File: config.mk
export PLATFORM = sky130hd
export DESIGN_NAME = m_mux_arb
export DESIGN_NICKNAME = d
export VERILOG_FILES = /design/src/rtl/m_mux_arb.sv
export SDC_FILE = /design/constraint.sdc
export NUM_CORES = 1
export LEC_CHECK = 0
export CORE_UTILIZATION = 38
export CTS_CLUSTER_DIAMETER = 80
export DETAILED_ROUTE_END_ITERATION = 16
export GPL_TIMING_DRIVEN = 0
export PLACE_DENSITY = 0.94
export SETUP_SLACK_MARGIN = 0.3
export SLEW_MARGIN = 20
export SYNTH_ARGS = -nofsm -noshare
export SYNTH_HDL_FRONTEND = slang
export SYNTH_SLANG_ARGS = --single-unit
File: constraint.sdc
create_clock -name i_clk -period 2.7 [get_ports i_clk]
set_input_delay 0.54 -clock i_clk [delete_from_list [all_inputs] [get_ports i_clk]]
set_output_delay 0.54 -clock i_clk [all_outputs]
set_load 0.02 [all_outputs]
File: src/rtl/m_mux_arb.sv
// Registered N:1 mux with valid/ready handshaking on every input channel and on the output.
// MODE 0 selects the channel named by i_sel; MODE 1 arbitrates round-robin starting at rr_ptr.
module m_mux_arb #(
  parameter int WIDTH    = 16,
  parameter int CHANNELS = 4,
  parameter int MODE     = 0,
  localparam int SEL_W   = $clog2(CHANNELS)
) (
  input  logic                      i_clk,
  input  logic                      i_rst_n,
  input  logic [CHANNELS*WIDTH-1:0] i_data,
  input  logic [CHANNELS-1:0]       i_valid,
  output logic [CHANNELS-1:0]       o_ready,
  input  logic [SEL_W-1:0]          i_sel,
  output logic [WIDTH-1:0]          o_data,
  output logic [SEL_W-1:0]          o_chan,
  output logic                      o_valid,
  input  logic                      i_ready
);

  typedef enum logic {EMPTY = 1'b0, FULL = 1'b1} state_t;

  state_t           state_q, state_d;
  logic [WIDTH-1:0] data_q, data_d;
  logic [SEL_W-1:0] chan_q, chan_d;
  logic [SEL_W-1:0] rr_ptr_q, rr_ptr_d;
  logic [SEL_W-1:0] grant_idx;
  logic [WIDTH-1:0] grant_data;
  logic             grant_vld;
  logic             load_en;
  logic             in_xfer;
  logic             out_xfer;
  int               scan_idx;

  always_comb begin
    grant_vld = 1'b0;
    grant_idx = '0;
    scan_idx  = 0;
    if (MODE == 0) begin
      for (int k = 0; k < CHANNELS; k++) begin
        if (i_sel == SEL_W'(k) && i_valid[k]) begin
          grant_vld = 1'b1;
          grant_idx = SEL_W'(k);
        end
      end
    end else begin
      // Walk offsets from farthest to nearest so the channel closest to rr_ptr wins last.
      for (int off = CHANNELS - 1; off >= 0; off--) begin
        scan_idx = int'(rr_ptr_q) + off;
        if (scan_idx >= CHANNELS) scan_idx = scan_idx - CHANNELS;
        for (int k = 0; k < CHANNELS; k++) begin
          if (scan_idx == k && i_valid[k]) begin
            grant_vld = 1'b1;
            grant_idx = SEL_W'(k);
          end
        end
      end
    end
  end

  always_comb begin
    grant_data = '0;
    for (int k = 0; k < CHANNELS; k++) begin
      if (grant_idx == SEL_W'(k)) grant_data = i_data[k*WIDTH +: WIDTH];
    end

    load_en  = (state_q == EMPTY) || i_ready;
    in_xfer  = grant_vld && load_en;
    out_xfer = (state_q == FULL) && i_ready;

    o_ready = '0;
    for (int k = 0; k < CHANNELS; k++) begin
      o_ready[k] = i_rst_n && in_xfer && (grant_idx == SEL_W'(k));
    end

    state_d  = state_q;
    data_d   = data_q;
    chan_d   = chan_q;
    rr_ptr_d = rr_ptr_q;
    if (in_xfer) begin
      state_d = FULL;
      data_d  = grant_data;
      chan_d  = grant_idx;
      if (MODE != 0) begin
        rr_ptr_d = (grant_idx == SEL_W'(CHANNELS - 1)) ? '0 : grant_idx + SEL_W'(1);
      end
    end else if (out_xfer) begin
      state_d = EMPTY;
    end
  end

  always_ff @(posedge i_clk or negedge i_rst_n) begin
    if (!i_rst_n) begin
      state_q  <= EMPTY;
      data_q   <= '0;
      chan_q   <= '0;
      rr_ptr_q <= '0;
    end else begin
      state_q  <= state_d;
      data_q   <= data_d;
      chan_q   <= chan_d;
      rr_ptr_q <= rr_ptr_d;
    end
  end

  assign o_valid = (state_q == FULL);
  assign o_data  = data_q;
  assign o_chan  = chan_q;

endmodule

Word level (Yosys, flattened, before mapping)
Index checks and enable logic that the tools add are counted.
- register bits: 19
- output and inout port bits: 23
- word-level logic and storage cells: 38
- input port bits: 73
- eq/ne operators: 6
- muxes and demuxes: 13
- bitwise gates (word level): 1
- reductions and logical operators: 15
- operators with widths (kind ; count):
    16-bit two-way mux ; 4
    1-bit logical AND ; 11
    2-bit == test, second input constant ; 4
    1-bit two-way mux ; 7
    2-bit by 1-bit == test with 1-bit output, second input constant ; 2
    2-bit logical NOT ; 2
    2-bit two-way mux ; 2
    2-bit nonzero test ; 1
    1-bit logical OR ; 1
    1-bit inverter ; 1

Logic depth before layout (Yosys ltp)
- depth in word-level cells: 10
- gate-level depth with buffers: 7

Worst setup path before layout
Ideal clock, no wire load.
- kind: input-to-output
- from: in i_sel[0]
- to: out o_ready[0]
- data arrival time: 1.609 ns
- buffers on the path: 3
- required time: 2.160 ns
- cell stages on the path: 6
- setup slack: 0.551 ns
- path through: buf_4 -> mux2i_1 -> nor3b_2 -> buf_4 -> buf_2 -> and3b_1
- cells in the longest elaborated chain, start to end: 9
- elaborated cells between the ends (all ways): 19
- classes of those cells: eq/ne: 3; mux: 7; reduce/logical: 9
- ends and longest elaborated chain (what ; RTL line ; RTL):
    start: declaration ; 14 ; input logic [SEL_W-1:0] i_sel,
    2-bit logical NOT ; 41 ; if (i_sel == SEL_W'(k) && i_valid[k]) begin
    1-bit logical AND ; 41 ;
    1-bit two-way mux (4 in a row) ; 41 ;
    1-bit logical AND ; 68 ; in_xfer = grant_vld && load_en;
    1-bit logical AND ; 73 ; o_ready[k] = i_rst_n && in_xfer && (grant_idx == SEL_W'(k));
    1-bit logical AND (*) ; 73 ;
    end: declaration ; 13 ; output logic [CHANNELS-1:0] o_ready,
Mark *: on every way between the ends. The rest lies on a longest branch, timed or not.

Worst setup path after layout
- from: in i_valid[1]
- to: out o_ready[0]
- cells in the longest elaborated chain, start to end: 7
- elaborated cells between the ends (all ways): 11
- classes of those cells: mux: 6; reduce/logical: 5
- ends and longest elaborated chain (what ; RTL line ; RTL):
    start: declaration ; 12 ; input logic [CHANNELS-1:0] i_valid,
    1-bit logical AND (*) ; 41 ;
    1-bit two-way mux (3 in a row) ; 41 ;
    1-bit logical AND ; 68 ;
    1-bit logical AND ; 73 ;
    1-bit logical AND (*) ; 73 ;
Marked as above.

==> flow_metrics.env <==
export IMPL_clock_fmax_mhz=433
export IMPL_synth_ff_type="dfrtp_1"
export IMPL_floorplan_initialDensity=0.411
export IMPL_synth_edf_count=0
export IMPL_via_per_inst=5.58
export IMPL_ys_ff_latch=19
export IMPL_p_leak_nw=1.09
export IMPL_ios=96
export IMPL_status="finished, final reports clean"
export IMPL_die_x_microns=63.0
export IMPL_hold_viol_final=0
export IMPL_r2r_cells=6
export IMPL_timing_rr_end="o_data[5]$_DFFE_PN0P_"
export IMPL_dp_hpwl_mm=3.73
export IMPL_async_flop_share=1.00
export IMPL_yosysTopAreaCell="dfrtp_1"
export IMPL_synth_warnings=0
export IMPL_rrSetupSlack_ps=1090
export IMPL_p_int_mw=0.768
export IMPL_hold_class="primary input to async pin"
export IMPL_pwr_share_comb=0.494
export IMPL_setup_viol=0
export IMPL_portBuffers=93
export IMPL_syn_area_sq_um=1420
export IMPL_p_sw_mw=0.391
export IMPL_clock_path_buffers=2
export IMPL_p_per_area_nw_per_um2=447
export IMPL_antenna_found_initial=0
export IMPL_fin_area_sq_um=2590
export IMPL_tightest_slew_ps=534
export IMPL_syn_nets=239
export IMPL_path_max_fanout=6
export IMPL_insertion_delay_ps=260
export IMPL_grt_pass1_vias=1676
export IMPL_synth_most_common_cell="o21ai_0"
export IMPL_min_period_over_period=0.855
export IMPL_postCtsHoldBufs=0
export IMPL_startpoint_type="primary input"
export IMPL_vdd_drop_max_v=0.000202
export IMPL_cp_slowest_cell="dlygate4sd2_1"
export IMPL_slowest_delay_ps=270
export IMPL_skew_ps=3.85
export IMPL_ys_seq_area_frac=0.336
export IMPL_fin_nets=347
export IMPL_layout_drive_gt1_share=0.161
export IMPL_r2r_start="o_valid$_DFFE_PN0P_"
export IMPL_cpMostUsedCell="buf_6"
export IMPL_synth_common_cells="28 x o21ai_0, 19 x dfrtp_1, 16 x a22oi_1, 16 x nand2_1"
export IMPL_power_share_sequential=0.334
export IMPL_yosysUniqueCellTypes=30
export IMPL_cts_tree="yes"
export IMPL_p_total_mw=1.16
export IMPL_path_clk_slew_ps=70
export IMPL_drcViolationCount=0
export IMPL_die_height_microns=63.0
export IMPL_syn_inst=166
export IMPL_switching_share=0.337
export IMPL_worstPathArrival_ps=1770
export IMPL_drtPass1Iterations=4
export IMPL_rows=21
export IMPL_clkSinkCount=19
export IMPL_routabilityCongestion=0.851
export IMPL_drtIter0Drc=125
export IMPL_path_cells="dlygate4sd2_1 > mux2i_2 > nor3b_4 > buf_6 > buf_8 > and3b_1 > buf_6"
export IMPL_grt_overflow_total=0
export IMPL_cts_root_buf="clkbuf_8"
export IMPL_ant_nets=0
export IMPL_rsz0062_at_grt="false"
export IMPL_core_area_sq_um=3440
export IMPL_cp_required_ps=2160
export IMPL_cts_buffers=3
export IMPL_maxCapViolCount=0
export IMPL_period_minus_slack_ps=2310
export IMPL_yosys_top_cells_area="dfrtp_1 34%, o21ai_0 9.9%, a22oi_1 8.5%"
export IMPL_worstSetupEndpointType="output pin"
export IMPL_antenna_cells=0
export IMPL_synth_top_area_frac=0.336
export IMPL_vias=1780
export IMPL_worstSetupPathType="primary input to output pin"
export IMPL_clkPwrFrac=0.172
export IMPL_grt_max_degree=24
export IMPL_syn_avg_cell_area_sq_um=8.52
export IMPL_routed_wl_mm=5.13
export IMPL_grt_usage=0.248
export IMPL_syn_to_final_growth_pct=83.2
export IMPL_slew_headroom=0.644
export IMPL_die_area_sq_um=3970
export IMPL_wl_per_cell_microns=16.1
export IMPL_htree_levels=1
export IMPL_grt_pass1_wl_mm=7.70
export IMPL_drv_slew=0
export IMPL_postPlaceCellArea_sq_um=2400
[cell usage in the layout (no fill, tap or decap), drive strengths merged, types with 10 or more instances in the layout]
cell and count:
nand2 16, a31oi 13, nor3 13, clkbuf 10
a22oi 16, dfrtp 19, o21ai 28, buf 25
a22o 13, clkdlybuf4s50 83
[worst max-delay path: cells and delay by family]
family / cells / cell delay [ps]
multiplexers: 1 / 120
AND/OR/NAND/NOR: 2 / 460
buffers and inverters: 4 / 640
[kinds of logic after synthesis]
family	count (synthesis)	synth area share
muxes	5	0.0469
buffers and inverters	20	0.0840
and+or+nand+nor	46	0.167
DFF	19	0.336
AOI/OAI and AO/OA	76	0.366
[metrics by stage]
step	std cells	TNS [ps]	hold slack (ps)	utilization	worst slack, ps
finish	319	0	344	0.753	392
global route	319	0	387	0.753	365
CTS	314	0	356	0.736	259
detailed placement	305	-1790	486	0.698	-491
global placement	305	-1820	480	0.698	-470
floorplan	166	0	244	-	551
[per-layer routing]
metal	vias to the layer above	GRT usage	part of all wire
li1	852	-	-
met1	841	0.297	0.41
met2	81	0.449	0.53
met3	6	0.0365	0.054
met4	0	0.0727	0.010
met5	-	0	0
[state kept, by name, indices dropped and copies added (netlist names)]
signal	cells
o_data	16
o_chan	2
o_valid	1
[final cells by class]
cell class	instances	area [sq um]
sequential	19	475
inverter	2	7.51
clock inverter	1	5.00
multi-input combinational	127	857
timing repair buffer	103	1000
fill	245	850
tap	46	57.6
clock buffer	3	41.3
buffer	18	144
[what timing repair did]
action	4_1_cts	5_1_grt
setup buffers	5	5
resized for setup	38	9
endpoints found under the setup margin	4	4
pin swaps	1	2
[power by group through the flow]
stage          Combinational [mW]  Clock [mW]  Sequential, mW
6_report                    0.572       0.200           0.387
5_1_grt                     0.603       0.211           0.395
4_1_cts                     0.555       0.197           0.387
3_5_place_dp                0.534           0           0.391
3_3_place_gp                0.525           0           0.386
2_1_floorplan               0.171           0           0.467
[worst max-delay path by stage]
stage,startpoint,to,slack (ps),depth (start not counted)
floorplan,i_sel[0],o_ready[0],550,6
global placement,i_rst_n,o_ready[2],-470,3
detailed placement,i_ready,o_ready[0],-490,7
CTS,i_ready,o_ready[0],260,7
global route,i_valid[1],o_ready[0],360,7
finish,i_valid[1],o_ready[0],390,7
(Power assumes the default switching activity.)
